`src/rtl/pattern_detect_pkg.sv`:
```
// Shared types and helpers for the serial bit-pattern detector sequencer.
package pattern_detect_pkg;

    localparam int PAT_W_DEF = 4;
    localparam int CNT_W_DEF = 8;

    typedef enum logic [1:0] {
        ST_UNCFG   = 2'b00,
        ST_FILL    = 2'b01,
        ST_ILLEGAL = 2'b10,
        ST_HUNT    = 2'b11
    } state_e;

    typedef struct packed {
        logic j;
        logic k;
    } jk_t;

    // Drive a JK cell from its present value to the wanted next value.
    function automatic jk_t jk_excite(input logic q, input logic nxt);
        jk_t r;
        r.j = nxt & ~q;
        r.k = ~nxt & q;
        return r;
    endfunction

endpackage

```
`src/rtl/pattern_detect_ctrl_jk_state_reg.sv`:
```
// N-bit bank of JK flip-flops with synchronous active-high reset.
module jk_state_reg #(
    parameter int N = 2
) (
    input  logic         clk,
    input  logic         reset,
    input  logic [N-1:0] j,
    input  logic [N-1:0] k,
    output logic [N-1:0] q
);

    logic [N-1:0] q_q;
    logic [N-1:0] q_d;

    always_comb begin
        q_d = '0;
        for (int i = 0; i < N; i++) begin
            q_d[i] = (j[i] & ~q_q[i]) | (~k[i] & q_q[i]);
        end
    end

    // NOTE: reset is sampled on the clock edge, so it lives inside the clocked block.
    always_ff @(posedge clk) begin
        if (reset) begin
            q_q <= '0;
        end else begin
            q_q <= q_d;
        end
    end

    assign q = q_q;

endmodule

```
`src/rtl/pattern_detect_ctrl.sv`:
```
// Serial bit-pattern detector sequencer: JK-based FILL/HUNT state, registered match pulse.
// Optional saturating match counter enabled by defining PATTERN_DETECT_MATCH_CNT_EN.
module pattern_detect_ctrl
    import pattern_detect_pkg::*;
#(
    parameter int PAT_W = PAT_W_DEF,
    parameter int CNT_W = CNT_W_DEF
) (
    input  logic             clk,
    input  logic             reset,
    input  logic             cfg_load,
    input  logic [PAT_W-1:0] cfg_pattern,
    input  logic             cfg_overlap,
    input  logic             bit_valid,
    input  logic             bit_in,
    input  logic             clr_count,
    output logic             armed,
    output logic             match,
    output logic [CNT_W-1:0] match_count,
    output logic             count_sat
);

    localparam int                FILL_W = $clog2(PAT_W + 1);
    localparam logic [FILL_W-1:0] FULL   = FILL_W'(PAT_W);

    state_e           state_q, state_d;
    logic [1:0]       st_raw, st_j, st_k;
    jk_t              jk_bit;

    logic [PAT_W-1:0] window_q, window_d, shifted;
    logic [PAT_W-1:0] pattern_q, pattern_d;
    logic [FILL_W-1:0] fill_q, fill_d, fill_inc;
    logic             overlap_q, overlap_d;
    logic             match_q, match_d;
    logic             armed_q, armed_d;

    // State register: JK bank, reset forces UNCFG (00).
    jk_state_reg #(.N(2)) u_state (
        .clk   (clk),
        .reset (reset),
        .j     (st_j),
        .k     (st_k),
        .q     (st_raw)
    );

    assign state_q = state_e'(st_raw);

    // NOTE: sequential state uses non-blocking assignments so all flops update together.
    always_ff @(posedge clk) begin
        if (reset) begin
            window_q  <= '0;
            pattern_q <= '0;
            fill_q    <= '0;
            overlap_q <= 1'b0;
            match_q   <= 1'b0;
            armed_q   <= 1'b0;
        end else begin
            window_q  <= window_d;
            pattern_q <= pattern_d;
            fill_q    <= fill_d;
            overlap_q <= overlap_d;
            match_q   <= match_d;
            armed_q   <= armed_d;
        end
    end

    // NOTE: every comb output gets a default first so no latch is inferred.
    always_comb begin
        state_d   = state_q;
        window_d  = window_q;
        pattern_d = pattern_q;
        fill_d    = fill_q;
        overlap_d = overlap_q;
        match_d   = 1'b0;
        shifted   = {window_q[PAT_W-2:0], bit_in};
        fill_inc  = fill_q + 1'b1;

        case (state_q)
            ST_UNCFG: begin
                if (cfg_load) begin
                    pattern_d = cfg_pattern;
                    overlap_d = cfg_overlap;
                    window_d  = '0;
                    fill_d    = '0;
                    state_d   = ST_FILL;
                end
            end
            ST_FILL, ST_HUNT: begin
                // A reload drops any bit offered in the same cycle.
                if (cfg_load) begin
                    pattern_d = cfg_pattern;
                    overlap_d = cfg_overlap;
                    window_d  = '0;
                    fill_d    = '0;
                    state_d   = ST_FILL;
                end else if (bit_valid) begin
                    window_d = shifted;
                    fill_d   = (state_q == ST_HUNT) ? FULL : fill_inc;
                    if (fill_d == FULL) begin
                        state_d = ST_HUNT;
                        if (shifted == pattern_q) begin
                            match_d = 1'b1;
                            if (!overlap_q) begin
                                window_d = '0;
                                fill_d   = '0;
                                state_d  = ST_FILL;
                            end
                        end
                    end
                end
            end
            default: state_d = ST_UNCFG;
        endcase
    end

    always_comb begin
        st_j    = '0;
        st_k    = '0;
        jk_bit  = '0;
        for (int i = 0; i < 2; i++) begin
            jk_bit  = jk_excite(state_q[i], state_d[i]);
            st_j[i] = jk_bit.j;
            st_k[i] = jk_bit.k;
        end
        armed_d = (state_d != ST_UNCFG);
    end

    assign match = match_q;
    assign armed = armed_q;

`ifdef PATTERN_DETECT_MATCH_CNT_EN
    logic [CNT_W-1:0] count_q, count_d;
    logic             sat_q, sat_d;

    // Clear is applied before the increment, so clear plus a pulse yields one.
    always_comb begin
        count_d = count_q;
        sat_d   = sat_q;
        if (clr_count) begin
            count_d = '0;
            sat_d   = 1'b0;
        end
        if (match_q && (count_d != '1)) begin
            count_d = count_d + 1'b1;
        end
        if (match_q && (count_d == '1)) begin
            sat_d = 1'b1;
        end
    end

    always_ff @(posedge clk) begin
        if (reset) begin
            count_q <= '0;
            sat_q   <= 1'b0;
        end else begin
            count_q <= count_d;
            sat_q   <= sat_d;
        end
    end

    assign match_count = count_q;
    assign count_sat   = sat_q;
`else
    logic unused_clr;

    assign unused_clr  = clr_count;
    assign match_count = {CNT_W{1'b0}};
    assign count_sat   = 1'b0;
`endif

endmodule

```
`config.mk`:
```
export PLATFORM = sky130hd
export DESIGN_NAME = pattern_detect_ctrl
export DESIGN_NICKNAME = d
export VERILOG_FILES = /design/src/rtl/pattern_detect_pkg.sv /design/src/rtl/pattern_detect_ctrl_jk_state_reg.sv /design/src/rtl/pattern_detect_ctrl.sv
export SDC_FILE = /design/constraint.sdc
export NUM_CORES = 1
export LEC_CHECK = 0
export CAP_MARGIN = 20
export CORE_MARGIN = 10
export CORE_UTILIZATION = 40
export CTS_CLUSTER_SIZE = 14
export DETAILED_ROUTE_END_ITERATION = 8
export PLACE_DENSITY = 0.72
export SLEW_MARGIN = 20
export SYNTH_ARGS = -nofsm -noshare
export SYNTH_HDL_FRONTEND = slang
export SYNTH_HIERARCHICAL = 1
export SYNTH_SLANG_ARGS = --single-unit
```
`constraint.sdc`:
```
create_clock -name clk -period 1.5 [get_ports clk]
set_clock_uncertainty 0.15 [all_clocks]
set_input_delay 0.45 -clock clk [delete_from_list [all_inputs] [get_ports clk]]
set_output_delay 0.45 -clock clk [all_outputs]
set_load 0.05 [all_outputs]
```
# ---- After elaboration in Yosys (flattened, before gate mapping)
# Cells that the tools add are included.
dict set report totals {
  regBits 15
  out_inout_bits 11
  elab_cells 64
}
dict set report op_classes {
  add_sub_neg 1
  eq_ne 6
  n_mux 23
  n_bitwise 19
  reduce_logical 8
}
# cell count
set ops {}
lappend ops {{3-bit two-way mux} 13}
lappend ops {{2-bit two-way mux} 6}
lappend ops {{3-bit case mux with 2 select lines} 2}
lappend ops {{1-bit inverter} 9}
lappend ops {{1-bit AND} 8}
lappend ops {{5-bit OR reduction} 1}
lappend ops {{4-bit == test} 1}
lappend ops {{2-bit case mux with 2 select lines} 1}
lappend ops {{2-bit nonzero test} 2}
lappend ops {{3-bit by 1-bit adder with 3-bit output (second input constant)} 1}
lappend ops {{3-bit == test (second input constant)} 1}
lappend ops {{3-bit != test (second input constant)} 1}
lappend ops {{3-bit AND reduction} 1}
lappend ops {{3-bit OR reduction} 1}
lappend ops {{2-bit by 1-bit == test with 1-bit output (second input constant)} 1}
lappend ops {{2-bit == test (second input constant)} 1}
lappend ops {{2-bit zero test} 1}
lappend ops {{2-bit != test (second input constant)} 1}
lappend ops {{1-bit bitwise OR} 2}
lappend ops {{2-bit AND reduction} 1}
lappend ops {{2-bit OR reduction} 1}
lappend ops {{1-bit two-way mux} 1}

# ---- Logic depth before layout (Yosys ltp)
dict set report logic_depth {
  word_depth 12
  depth_mapped 7
}

# ---- Modules after synthesis
# The synthesis kept the hierarchy.
# module n_inst cells_each area_per_inst_um2
set by_module_without_submodules {}
lappend by_module_without_submodules {pattern_detect_ctrl 1 79 745.7}
lappend by_module_without_submodules {jk_state_reg 1 8 90.1}

# ---- Least setup slack after synthesis
# Ideal clock, no wire load.
dict set report synth_timing {
  path_kind {flip-flop to flip-flop}
  start {register fill_q[0]}
  end {register u_state.q_q[1], in the netlist u_state/q[1]}
  setup_time_ps 66
  arrival_ps 1455
  t_required_ps 1284
  slack_ps -171
  stages_incl_launch_ff 8
  path_cell_list {dfxtp_1 -> ha_1 -> xnor2_1 -> o31a_1 -> nand3b_1 -> nor2_1 -> nand2b_4 -> a21oi_2}
}
# element line_no
set synth_rtl {}
lappend synth_rtl {{from (decl)} pattern_detect_ctrl.sv:32} ;# logic [FILL_W-1:0] fill_q, fill_d, fill_inc;
lappend synth_rtl {{from (signal assigned)} pattern_detect_ctrl.sv:60} ;# fill_q <= fill_d;
lappend synth_rtl {{to (signal assigned)} pattern_detect_ctrl_jk_state_reg.sv:27} ;# q_q <= q_d;
lappend synth_rtl {{to (decl)} pattern_detect_ctrl_jk_state_reg.sv:12} ;# logic [N-1:0] q_q;

==> metrics.md <==
| Metric | Value |
|---|---|
| Max-slew violations | `0` |
| Via-per-instance ratio | `4.66` |
| Dpl cell area | `0.00109 sq mm` |
| R2r worst-path depth | `6` |
| Post-Synthesis Cells | `87` |
| Period utilization | `111%` |
| Most frequent cells in the layout | `buf_4 (15), dfxtp_1 (11), conb_1 (10)` |
| Mapped cell area | `836 sq um` |
| Startpoint Class | `flip-flop` |
| Largest net degree at the start of global routing | `13` |
| Max Clk Rate | `601 MHz` |
| Leading cell type in the layout, fill and taps excluded | `buf_4` |
| Critical R2R Launch | `fill_q[1]` |
| Die footprint | `0.00432 sq mm` |
| Crit path depth | `6` |
| Max_cap viols | `0` |
| Worst Path Buf+Inv | `0` |
| Die Wd | `65.7 um` |
| Total grt overflow | `0` |
| Antenna violations before repair | `0` |
| Filler Cell Count | `185` |
| Clock transition at path regs | `0.09 ns` |
| CTS Buffer Depth | `2` |
| Hold Path Class | `input port to flip-flop` |
| TritonCTS clock tree | `yes` |
| Pre-CTS setup slack | `-0.607 ns` |
| Synth Warn # | `6` |
| Detail Route Antenna Nets | `0` |
| Clock tree sinks | `15` |
| First DRT Iteration DRCs | `2` |
| # DRC | `0` |
| Leakage | `around 0.43 nW` |
| Unrepaired setup endpoints after global routing | `yes` |
| Failing checks | `setup timing` |
| Vias | `between 600 and 700` |
| Routability congestion estimate | `~0.80` |
| Minimum clock period | `1.66 ns` |
| Setup ws final | `-0.164 ns` |
| Total routed wirelength | `1.81 mm` |
| Tot Pwr | `between 0.8 and 0.9 mW` |
| Critical path, cell by cell | `ha_4 -> o31a_1 -> nand3b_1 -> nor2_2 -> nand2b_4 -> a21oi_2` |
| Routed wire per std cell | `12.6 um` |
| DRT Pass-1 Iters | `3` |
| Hold Startpoint | `bit_in` |
| R2R Setup Slk | `-0.16 ns` |
| Critical Path Fanout Max | `2` |
| Cts bufs inserted | `3` |
| Dpl hpwl | `about 1.4 mm` |
| Crit path capture | `u_state/q[1]` |
| Post-synthesis sequential area ratio | `35.9%` |
| Mapped Avg Cell Area | `9.61 sq um` |
| I/O pin count | `22` |
| Total power divided by cell area | `approximately 760 mW/mm^2` |
| CP Class | `flip-flop to flip-flop` |
| Max rail drop VDD | `518 uV` |
| Die height | `65.7 um` |
| Core area | `0.00198 sq mm` |
| Crit path largest cell delay | `around 0.35 ns` |
| Layout area overhead | `35.0%` |
| Clk root buf | `clkbuf_4` |
| Slowest CP cell | `dfxtp_2` |
| Yosys cell types | `35` |
| CP arrival | `about 1.7 ns` |
| Layout Nets | `129` |
| WP data required | `around 1.6 ns` |
| Global router's overall resource usage | `~8.5%` |
| CP Capture Type | `flip-flop` |
| Post-CTS Setup Bufs | `0` |
| Worst skew pair latency | `0.28 ns` |
| Final Hold Vio Count | `0` |
| Final Cell Area | `0.00113 sq mm` |
| CP top delay family | `compound AO/OA/AOI/OAI gates` |
| PortBufs | `11` |
| Vias in the first global route | `698` |
| Row cnt | `16` |
| R2r endpoint | `u_state/q[1]` |
| N_diodes | `0` |
| H-tree depth | `1` |
| Number of synthesized register bits | `15` |
| First-pass GRT wire length | `2.96 mm` |
| Initial core utilization | `between 40% and 50%` |
| Critical Path Start | `fill_q[1]` |
| CTS Hold Buffers Added | `0` |
| Setup violators final | `6` |
| Final core occ | `between 50% and 60%` |
| Status | `finished, violations left` |
| Fraction of layout cells with a size suffix above 1 | `36.2%` |
==> worst min path at each step <==
stage / to / cells after the start / slack, ns
after floorplan: fill_q[1] / 2 / 0.32
after global placement: fill_q[1] / 2 / 0.33
after detailed placement: fill_q[1] / 2 / 0.34
after CTS: fill_q[1] / 2 / 0.35
after global routing: window_q[0] / 3 / 0.34
final: window_q[0] / 3 / 0.32
==> final cells by class <==
type	instances	area, sq um	area share, %
Clock buffer	4	26.3	2.33
Multi-Input combinational cell	66	509	45.1
Tap cell	27	33.8	2.99
Sequential cell	15	305	27.1
Timing Repair Buffer	26	235	20.8
Inverter	5	18.8	1.66
==> cell usage after synthesis, drive strengths merged <==
master | instances | area, sq um
nor3b | 1 | 7.51
conb | 1 | 3.75
nor3 | 1 | 5.00
o21ai | 3 | 30.0
nor4 | 1 | 6.26
nor2 | 9 | 36.3
dfxtp | 15 | 300
o22ai | 1 | 6.26
a21oi | 5 | 32.5
buf | 9 | 67.6
nand4 | 2 | 12.5
xnor2 | 5 | 43.8
ha | 1 | 12.5
a2111oi | 1 | 15.0
nand2 | 2 | 15.0
and4 | 1 | 11.3
o32ai | 2 | 17.5
nand3b | 3 | 22.5
mux2i | 6 | 60.1
o31a | 2 | 18.8
clkbuf | 1 | 3.75
nand2b | 7 | 53.8
a21o | 1 | 8.76
o31ai | 1 | 21.3
inv | 5 | 18.8
nand3 | 1 | 5.00
==> kinds of logic after synthesis <==
logic type / share of synthesized area, %
other cells: 0.449
compound gates: 18.0
xor+xnor: 5.24
simple gates: 21.0
fa+ha+maj: 1.50
buf+inv: 10.8
mux: 7.19
flops: 35.9
==> metrics by stage <==
step	instances	TNS [ns]	hold WS, ns
after floorplan	96	-0.124	0.315
after global placement	139	-6.32	0.329
after detailed placement	139	-6.73	0.336
after CTS	143	-0.632	0.351
after global routing	143	-0.922	0.341
final	143	-0.724	0.325
==> repair_timing <==
action | 4_1_cts | 5_1_grt
gates cloned | 0 | 0
pin swaps | 4 | 5
endpoints found under the setup margin | 14 | 11
resized for setup | 4 | 5
==> per-layer routing <==
metal  GRT usage, %  vias to the layer above  part of all wire [%]
li1               -                      344                     -
met1           8.59                      303                    42
met2           15.3                       18                    50
met3           4.24                        2                   7.7
met4           1.60                        0                  0.50
met5              0                        -                     0
==> sequential cells by signal (all words and copies together), names as in the netlist <==
register / cells
fill_q: 3
pattern_q: 4
window_q: 3
match: 1
overlap_q: 1
u_state/q: 2
armed: 1
==> where the power goes <==
group	leakage [nW]	total, mW	switching [mW]	internal, mW
combinational	0.292	0.208	0.124	0.0833
clock	0.0150	0.229	0.126	0.103
sequential	0.124	0.425	0.0126	0.412
==> worst min-delay path, stage by stage <==
cell and delay [ns]:
clkbuf_2 0.10, nand3b_1 0.10, o32ai_2 0.07
No activity file was read; power rests on OpenSTA's default activity.
==> edit: new RTL, same settings <==
The option `PATTERN_DETECT_MATCH_CNT_EN` is turned on by a define.
--- a/src/rtl/pattern_detect_ctrl.sv
+++ b/src/rtl/pattern_detect_ctrl.sv
@@ -1,5 +1,7 @@
 // Serial bit-pattern detector sequencer: JK-based FILL/HUNT state, registered match pulse.
 // Optional saturating match counter enabled by defining PATTERN_DETECT_MATCH_CNT_EN.
+`define PATTERN_DETECT_MATCH_CNT_EN
+
 module pattern_detect_ctrl
     import pattern_detect_pkg::*;
 #(
Check against the original RTL: not equivalent (a bounded check fails within 10 cycles, from zero or initial values and one cycle with reset high).
==> edit against the unedited design <==
The flow still finishes with violations (setup timing); synthesized area grew 53%; count of clock-buffer cells in the layout shrank 1; cell area grew 110%; routed wire length grew 120%; power grew 51%; largest cell class unchanged; synthesized cell count grew 70%; sequential cell count grew 9; critical path type unchanged; first-iteration DRC count grew to 37 times the old value; setup slack lost 210 ps.
==> edit: results (changes against the unedited design) <==
Worst Path Max Fanout 3 (+1); library cells used by synthesis 46 (+31%); max reg flops 8 (+4); LEAKAGE 0.900 nW (+110%); Longest Clk Path Bufs 2 (unchanged); CP startpoint match_count[1]; drt via density 5.19 (+11%); clock latency at the later pin of the worst-skew pair 320 ps (+40 ps); DRT Pass-1 Iters 4 (+1); top cells by count, synth 24 x dfxtp_1, 20 x nor2_1, 11 x nand2_1, 8 x mux2i_1; DR WL met3 162 um (+16%); nets@finish 234 (+81%); pin count of the biggest net entering global routing 22 (+9); fillers 203 (+9.7%); failing checks setup timing; synthesized area per cell 8.67 um2 (-9.8%); layout cells sized above 1 0.518 (+0.156); Worst-path clk slew 140 ps (+50 ps); Seq/Total Area, Yosys 0.375 (+0.0154); post-route setup slack -374 ps (-211 ps); hold slack final 361 ps (+36.9 ps); met2 routed WL 2200 um (+140%); Crit path arrival time 1950 ps (+220 ps); Worst Hold End fill_q[2]; gp weighted congestion 0.933 (+17%); metal1 wirelength 1590 um (+110%); number of port buffers 21 (+10); GRT Resource Usage Total 0.126 (+0.0409); area of placed instances 1990 um2 (+82%); initial DRC count 74 (+72); post-placement cell count 246 (+77%); switch share 0.229 (-0.0761); setup TNS -4280 ps (-3560 ps); vias in the first global route 1381 (+98%); status finished with violations; Syn Nets 161; dpl hpwl 2740 um (+92%); peak supply drop 471 uV (-9.2%); first-pass GRT wire length 6260 um (+110%); Final setup viols 22 (+16); Setup crit end match_count[1]; final WL 4050 um (+120%); min-delay src fill_q[2]; Worst Hold Depth 2 (-1)
## edit: cell count changes after synthesis, sizes merged, moves of 4 or more
cell / change
nor2: +11
dfxtp: +9
nand2: +9
buf: -7
nor3: +6
a22oi: +4
nor2b: +4
## edit: critical path, cell delays in order, from the launching register on
cell and delay, ps:
dfxtp_2 350, nor2b_4 170, ha_4 190, nand4_4 100, o31ai_4 260, buf_6 150, buf_6 90, buf_6 100
mux2i_1 170, nor2_1 50
## edit: repair_timing
action | in CTS | in global routing
resized for setup | 47 | 13
setup buffers | 14 | 3
pin swaps | 25 | 8
hold buffers | 0 | 0
setup endpoints to repair | 26 | 25
## edit: metal layers
layer  GRT usage  vias up
met2       0.236       34
li1            -      673
met3      0.0236       10
met4      0.0502        0
met1       0.134      654
met5           0        -
## edit: area by class of cell
type	count	area, um2	share of cell area
Multi-Input combinational cell	115	931	0.402
Timing Repair Buffer	72	752	0.325
Sequential cell	24	508	0.219
Tap cell	44	55.1	0.0238
Clock inverter	1	30.0	0.0130
Clock buffer	3	22.5	0.00972
Inverter	5	18.8	0.00810
## edit: cell families after synthesis
family                     after synthesis  share of synthesized area
other                                    1                    0.00292
AOI/OAI and AO/OA                       27                      0.157
DFF                                     24                      0.375
buffers and inverters                    9                     0.0283
adders and majority gates                2                     0.0195
muxes                                    8                     0.0624
and+or+nand+nor                         68                      0.294
xor gates and xnor gates                 9                     0.0615
## edit: power groups by stage
| stage | Clock [mW] | Combinational, mW | Sequential (mW) |
|---|---|---|---|
| finish | 0.477 | 0.162 | 0.658 |
| floorplan | 0 | 0.0679 | 0.679 |
| CTS | 0.481 | 0.165 | 0.657 |
| global placement | 0 | 0.144 | 0.673 |
| global route | 0.520 | 0.173 | 0.660 |
| detailed placement | 0 | 0.149 | 0.674 |
